File: src/rtl/uart_tx_fsm_if.sv
`default_nettype none
// ============================================================================
// Module      : uart_tx_fsm_if
// Description : Request/line bundle between the controller logic and the
//               UART transmitter. The master side raises transmit requests
//               and supplies the byte. The slave side drives the serial line
//               and the busy flag.
// Revision    : 1.0 - initial release
// ============================================================================
interface uart_tx_fsm_if;
  logic       tx_start;
  logic [7:0] to_tx;
  logic       tx_out;
  logic       busy;

  modport master (
    output tx_start,
    output to_tx,
    input  tx_out,
    input  busy
  );

  modport slave (
    input  tx_start,
    input  to_tx,
    output tx_out,
    output busy
  );
endinterface
`default_nettype wire

File: src/rtl/uart_tx_fsm.sv
`default_nettype none
// ============================================================================
// Module      : uart_tx_fsm
// Description : Byte-serial UART transmitter. Each frame has 1 start bit,
//               8 data bits sent LSB first, 1 even-parity bit and 1 stop bit.
//               The line and busy flag are registered. The start bit appears
//               on the edge that accepts the request.
// Revision    : 1.0 - initial release
// ============================================================================
module uart_tx_fsm #(
  parameter int CLK_FREQ     = 16000000,
  parameter int BAUD         = 9600,
  parameter int CLKS_PER_BIT = (CLK_FREQ + BAUD / 2) / BAUD
) (
  input  logic         clk,
  input  logic         rst,
  uart_tx_fsm_if.slave tx_if
);

  typedef enum logic [2:0] {
    IDLE   = 3'd0,
    START  = 3'd1,
    DATA   = 3'd2,
    PARITY = 3'd3,
    STOP   = 3'd4
  } state_t;

  localparam logic [10:0] c_CNT_LAST = 11'(CLKS_PER_BIT - 1);

  state_t      state_q, state_d;
  logic [10:0] cnt_q,   cnt_d;
  logic [2:0]  idx_q,   idx_d;
  logic [7:0]  shreg_q, shreg_d;
  logic        par_q,   par_d;
  logic        tx_q,    tx_d;
  logic        busy_q,  busy_d;

  logic        w_bit_done;
  logic [2:0]  w_idx_nxt;

  assign w_bit_done = (cnt_q == c_CNT_LAST);
  assign w_idx_nxt  = idx_q + 3'd1;

  assign tx_if.tx_out = tx_q;
  assign tx_if.busy   = busy_q;

  // State and datapath registers. Reset aborts any frame and idles the line high.
  always_ff @(posedge clk) begin
    if (!rst) begin
      state_q <= IDLE;
      cnt_q   <= 11'd0;
      idx_q   <= 3'd0;
      shreg_q <= 8'd0;
      par_q   <= 1'b0;
      tx_q    <= 1'b1;
      busy_q  <= 1'b0;
    end else begin
      state_q <= state_d;
      cnt_q   <= cnt_d;
      idx_q   <= idx_d;
      shreg_q <= shreg_d;
      par_q   <= par_d;
      tx_q    <= tx_d;
      busy_q  <= busy_d;
    end
  end

  // Next-state logic. tx_d holds the line value for the next cycle, so the
  // registered line changes on the same edge as the state transition.
  always_comb begin
    state_d = state_q;
    cnt_d   = cnt_q;
    idx_d   = idx_q;
    shreg_d = shreg_q;
    par_d   = par_q;
    tx_d    = tx_q;
    busy_d  = busy_q;

    case (state_q)
      IDLE: begin
        cnt_d  = 11'd0;
        idx_d  = 3'd0;
        tx_d   = 1'b1;
        busy_d = 1'b0;
        if (tx_if.tx_start) begin
          state_d = START;
          shreg_d = tx_if.to_tx;
          par_d   = 1'b0;
          tx_d    = 1'b0;
          busy_d  = 1'b1;
        end
      end

      START: begin
        if (w_bit_done) begin
          cnt_d   = 11'd0;
          idx_d   = 3'd0;
          state_d = DATA;
          tx_d    = shreg_q[0];
        end else begin
          cnt_d = cnt_q + 11'd1;
        end
      end

      DATA: begin
        if (w_bit_done) begin
          cnt_d = 11'd0;
          // Parity accumulates each data bit as that bit finishes.
          par_d = par_q ^ shreg_q[idx_q];
          if (idx_q == 3'd7) begin
            state_d = PARITY;
            tx_d    = par_q ^ shreg_q[7];
          end else begin
            idx_d = w_idx_nxt;
            tx_d  = shreg_q[w_idx_nxt];
          end
        end else begin
          cnt_d = cnt_q + 11'd1;
        end
      end

      PARITY: begin
        if (w_bit_done) begin
          cnt_d   = 11'd0;
          state_d = STOP;
          tx_d    = 1'b1;
        end else begin
          cnt_d = cnt_q + 11'd1;
        end
      end

      STOP: begin
        if (w_bit_done) begin
          cnt_d   = 11'd0;
          state_d = IDLE;
          tx_d    = 1'b1;
          busy_d  = 1'b0;
        end else begin
          cnt_d = cnt_q + 11'd1;
        end
      end

      default: begin
        state_d = IDLE;
        cnt_d   = 11'd0;
        idx_d   = 3'd0;
        tx_d    = 1'b1;
        busy_d  = 1'b0;
      end
    endcase
  end

endmodule
`default_nettype wire

File: src/flat_wrapper.sv
// flat-port wrapper written by rule: the top's interface ports become plain ports
module uart_tx_fsm_flat 
#(
  parameter int CLK_FREQ     = 16000000,
  parameter int BAUD         = 9600,
  parameter int CLKS_PER_BIT = (CLK_FREQ + BAUD / 2) / BAUD
)
  (clk, rst, tx_if_tx_start, tx_if_to_tx, tx_if_tx_out, tx_if_busy);
  uart_tx_fsm_if tx_if_i ();
  input  logic clk;
  input  logic rst;
  input wire logic [$bits(tx_if_i.tx_start)-1:0] tx_if_tx_start;
  input wire logic [$bits(tx_if_i.to_tx)-1:0] tx_if_to_tx;
  output wire logic [$bits(tx_if_i.tx_out)-1:0] tx_if_tx_out;
  output wire logic [$bits(tx_if_i.busy)-1:0] tx_if_busy;
  assign tx_if_i.tx_start = tx_if_tx_start;
  assign tx_if_i.to_tx = tx_if_to_tx;
  assign tx_if_tx_out = tx_if_i.tx_out;
  assign tx_if_busy = tx_if_i.busy;
  uart_tx_fsm #(.CLK_FREQ(CLK_FREQ), .BAUD(BAUD), .CLKS_PER_BIT(CLKS_PER_BIT)) u_core (.clk(clk), .rst(rst), .tx_if(tx_if_i));
endmodule
File: config.mk
export PLATFORM = sky130hd
export DESIGN_NAME = uart_tx_fsm_flat
export DESIGN_NICKNAME = d
export VERILOG_FILES = /design/src/rtl/uart_tx_fsm_if.sv /design/src/rtl/uart_tx_fsm.sv /design/src/flat_wrapper.sv
export SDC_FILE = /design/constraint.sdc
export NUM_CORES = 1
export LEC_CHECK = 0
export BUFFER_PORTS_ARGS = -buffer_cell sky130_fd_sc_hd__buf_4
export CORE_MARGIN = 2
export CORE_UTILIZATION = 57
export CTS_CLUSTER_SIZE = 20
export DETAILED_ROUTE_END_ITERATION = 7
export GPL_ROUTABILITY_DRIVEN = 0
export PLACE_DENSITY = 0.77
export SYNTH_ARGS = -nofsm -noshare
export SYNTH_HDL_FRONTEND = slang
export SYNTH_SLANG_ARGS = --single-unit
export TNS_END_PERCENT = 30
File: constraint.sdc
create_clock -name clk -period 2.07 [get_ports clk]
set_input_delay 0.414 -clock clk [delete_from_list [all_inputs] [get_ports clk]]
set_output_delay 0.414 -clock clk [all_outputs]
set_load 0.01 [all_outputs]
After elaboration in Yosys (flattened, before gate mapping)
Index checks and enable logic that the tools add are counted.
Word-level totals
  register bits: 28
  input bits: 11
  output and inout bits: 2
Cells by class
  add/sub/neg operators: 2
  order comparisons: 2
  equal/unequal tests: 14
  mux-type cells: 26
  bitwise operators: 6
  reduce and logical (&&, ||, !) cells: 12
Operators by type and width (number)
  3-bit 2-to-1 mux: 8
  3-bit one-hot mux with 5 select lines: 1
  2-bit by 1-bit != test with 1-bit output, second input constant: 6
  11-bit by 1-bit adder with 11-bit output, second input constant: 1
  11-bit == test, second input constant: 1
  1-bit 2-to-1 mux: 11
  3-bit one-hot mux with 3 select lines: 1
  3-bit by 4-bit less-than comparator with 1-bit output, second input constant: 2
  1-bit binary-select mux with 3-bit select: 2
  3-bit by 2-bit == test with 1-bit output, second input constant: 2
  3-bit == test, second input constant: 2
  3-bit AND reduction: 2
  6-bit AND reduction: 1
  3-bit OR reduction: 2
  2-bit != test, second input constant: 2
  1-bit inverter: 4
  1-bit one-hot mux with 4 select lines: 1
  2-bit AND reduction: 2
  4-bit AND reduction: 1
  4-bit OR reduction: 1
  3-bit by 1-bit adder with 3-bit output, second input constant: 1
  3-bit by 1-bit == test with 1-bit output, second input constant: 1
  3-bit logical NOT: 1
  1-bit one-hot mux with 3 select lines: 1
  4 further kinds: 5

Depth between registers and ports, before layout
  word-level depth: 6
  depth in mapped cells: 7

Worst setup path before layout
OpenSTA, ideal clock, no wires.
  kind: register to register
  from: register u_core.cnt_q[0]
  to: register u_core.busy_q, in the netlist u_core.tx_if.busy
  arrival: 1.522 ns
  data required time: 1.995 ns
  path slack: 0.473 ns
  stages on the path, launching flop included: 7
  buffers on the path: 0
  clock period less this slack: 1.597 ns
  cells stage by stage: dfxtp_1 inv_1 ha_1 and4b_1 a311o_1 mux2_2 o22ai_1
On the way
  longest elaborated chain between the ends: 3
RTL lines
  start, declared: RTL line uart_tx_fsm.sv:31  | logic [10:0] cnt_q, cnt_d;
  start signal, assigned: RTL line uart_tx_fsm.sv:59  | cnt_q <= cnt_d;
  11-bit == test: RTL line uart_tx_fsm.sv:41  | assign w_bit_done = (cnt_q == c_CNT_LAST);
  2-bit by 1-bit != test with 1-bit output (no line)
  2-bit AND reduction (no line)
  end signal, assigned: RTL line uart_tx_fsm.sv:64  | busy_q <= busy_d;
  end, declared: RTL line uart_tx_fsm.sv:36  | logic busy_q, busy_d;
Every way passes these cells.
A chain may end at the register's enable or synchronous reset.

Final worst setup path
Same ends and word-level chain as after synthesis.

==> results.yml <==
outcome:
  status: "complete, no violations"
setup_path:
  slowest_stage: "dfxtp_1"
  critPathMaxFanout: 5
  cp-end-kind: "flop"
  cp_num_buf_inv: 1
  slowest_delay_ns: 0.43
  crit_required_ns: 2.34
  start_kind: "flop"
  reg2reg_depth: 6
  worstSetupPathType: "flop to flop"
  crit_chain: "inv_1 -> ha_1 -> and4b_1 -> a311o_1 -> mux2_2 -> o22ai_1"
  crit_cells: 6
  worstPathArrival_ns: 2.03
  cp_top_family: "compound AO/OA/AOI/OAI gates"
route:
  drt-wirelength-per-cell_um: 14.4
  drtIter0Drc: 34
  ant_nets: 0
  first_pass_iters: 4
  postRouteWirelength_mm: 2.90
  drcViolationCount: 0
  avgViaCountPerCell: 5.73
  via_count: 1151
sta:
  slew_viol_final: 0
  fin_skew_ns: 0.00735
  finalHoldViolCount: 0
  fin_crit_sh_pct: 85.2
  setup_violations: 0
  tns_ns: 0
  rsz0062_at_grt: "false"
  tightest_slew_ns: 0.504
  whs_ns: 0.318
  fmax_ghz: 0.567
  timing.slew.headroom_pct: 66.3
  fin_crit_ns: 1.76
die:
  start_util_pct: 59.2
  fp.dieW_um: 54.3
  num_rows: 18
  fp.coreArea_um2: 2430
  die_h_um: 54.3
  die_area_um2: 2940
  num_io_pins: 13
finish:
  area_growth_pct: 9.21
  fillers: 211
  fin_nets: 187
  multi_input_area_um2: 818
  layout_commonest_cell: "dfxtp_1"
  regArea_um2: 561
  drive_gt1_share_pct: 15.2
  mostFrequentLayoutCells: "dfxtp_1, nand2_1, nor2_1"
  diodes: 0
  stdcell_area_um2: 1570
synth:
  ys.flop_type: "dfxtp_1"
  ys_seq_area_share_pct: 38.9
  async_flop_share_pct: 0
  yosysUniqueCellTypes: 40
  ys_ff_latch: 28
  yosys_warnings: 0
  synth_edf_count: 0
  syn_inst: 159
  syn-cell-area_um2: 1440
  syn_avg_cell_area_um2: 9.06
  syn_nets: 174
pwr:
  leakage_nw: 0.589
  p_total_w: 0.000933
  peakVddDrop_v: 0.000502
  power_density_nw_per_um2: 593
global_routing:
  grt_max_degree: 16
  grt_antenna_before_repair: 0
  grt-ovfl-total: 0
  grt_pass1_wl_mm: 4.62
  grt_pass1_vias: 1064
  track_usage_pct: 21.9
run:
  max_cap_viol_count: 0
clock_tree:
  cts-resized-gates: 0
  cts_tree: "built"
  clock_sink_count: 28
  post_cts_buffers: 0
  hold_buffers: 0
  path_clk_slew_ns: 0.15
  insertion_delay_ns: 0.33
  clock-root-buffer: "clkbuf_4"
  cts_made_buffers: 3
  clk_path_buf_depth: 2
  htreeDepth: 1
placed_design:
  postPlaceCellArea_um2: 1540
  dpl.hpwl_mm: 2.20
  portBuffers: 12
worst_hold_path:
  hp-class: "primary input to flop"
  hold_depth: 3
==> path summary, 6_finish.rpt <==
path,from,to,slack (ns)
max,u_core.cnt_q[0],u_core.tx_if.busy,0.31
min,tx_if_to_tx[3],u_core.shreg_q[3],0.32
max reg2reg,u_core.cnt_q[0],u_core.tx_if.busy,0.31
min reg2reg,u_core.tx_if.busy,u_core.tx_if.busy,0.48
==> routing by layer <==
metal  wire length, um  track usage (%)
met2              1410             35.9
met5                 0                0
met1              1400             28.3
met4                24             9.17
met3                70             3.83
==> power breakdown <==
group | leakage (nW) | switching, W | total [W] | internal [W]
Combinational | 0.340 | 0.0000438 | 0.0000922 | 0.0000484
Sequential | 0.228 | 0.0000164 | 0.000571 | 0.000555
Clock | 0.0210 | 0.000162 | 0.000270 | 0.000108
Total | 0.589 | 0.000222 | 0.000933 | 0.000711
==> through the flow <==
step,util [%],setup slack [ns],cells
2_1_floorplan,-,0.473,159
3_3_place_gp,63.2,0.421,197
3_5_place_dp,63.2,0.340,197
4_1_cts,64.7,0.315,201
5_1_grt,64.7,0.198,201
6_report,64.7,0.307,201
==> sequential cells by signal, indices dropped and copies added, names as in the netlist <==
register,cells
u_core.cnt_q,11
u_core.idx_q,3
u_core.par_q,1
u_core.shreg_q,8
u_core.state_q,3
u_core.tx_if.busy,1
u_core.tx_if.tx_out,1
==> cell type report <==
class | count | area share (%)
clock buffer | 4 | 2.31
inverter | 2 | 0.477
multi-input combinational | 122 | 52.0
sequential | 28 | 35.6
tap | 30 | 2.39
timing repair buffer | 15 | 7.16
==> tightest hold or removal path: cells and delay by family <==
| family | cells | cell delay [ns] |
|---|---|---|
| simple gates | 1 | 0.04 |
| compound gates | 1 | 0.05 |
| buf+inv | 1 | 0.11 |
==> cells in the mapped netlist (all sizes together), types with 2 or more instances <==
master   n  area share [%]
a21oi    9             3.1
a22o     2             1.3
and4b    2             1.4
buf      5             3.2
clkbuf   2            0.52
dfxtp   28              39
ha       4             3.5
inv      2            0.52
mux2     4             3.1
mux2i    6             4.2
mux4     2             3.6
nand2   25             6.5
nand2b   2            0.87
nand3    6             2.1
nand3b   2             1.0
nor2    19             5.0
nor3     6             2.1
nor3b    2             1.0
nor4     2            0.87
nor4b    2             2.1
o21a     2             1.0
xnor2    8             4.9
xor2     3             1.8
==> cells by family after synthesis <==
logic type,synth area share (%)
buffers and inverters,4.26
AOI/OAI and AO/OA,9.30
xor gates and xnor gates,6.69
DFF,38.9
adders and majority gates,3.48
and+or+nand+nor,26.4
muxes,10.9
Power figures use the tool's default switching activity.
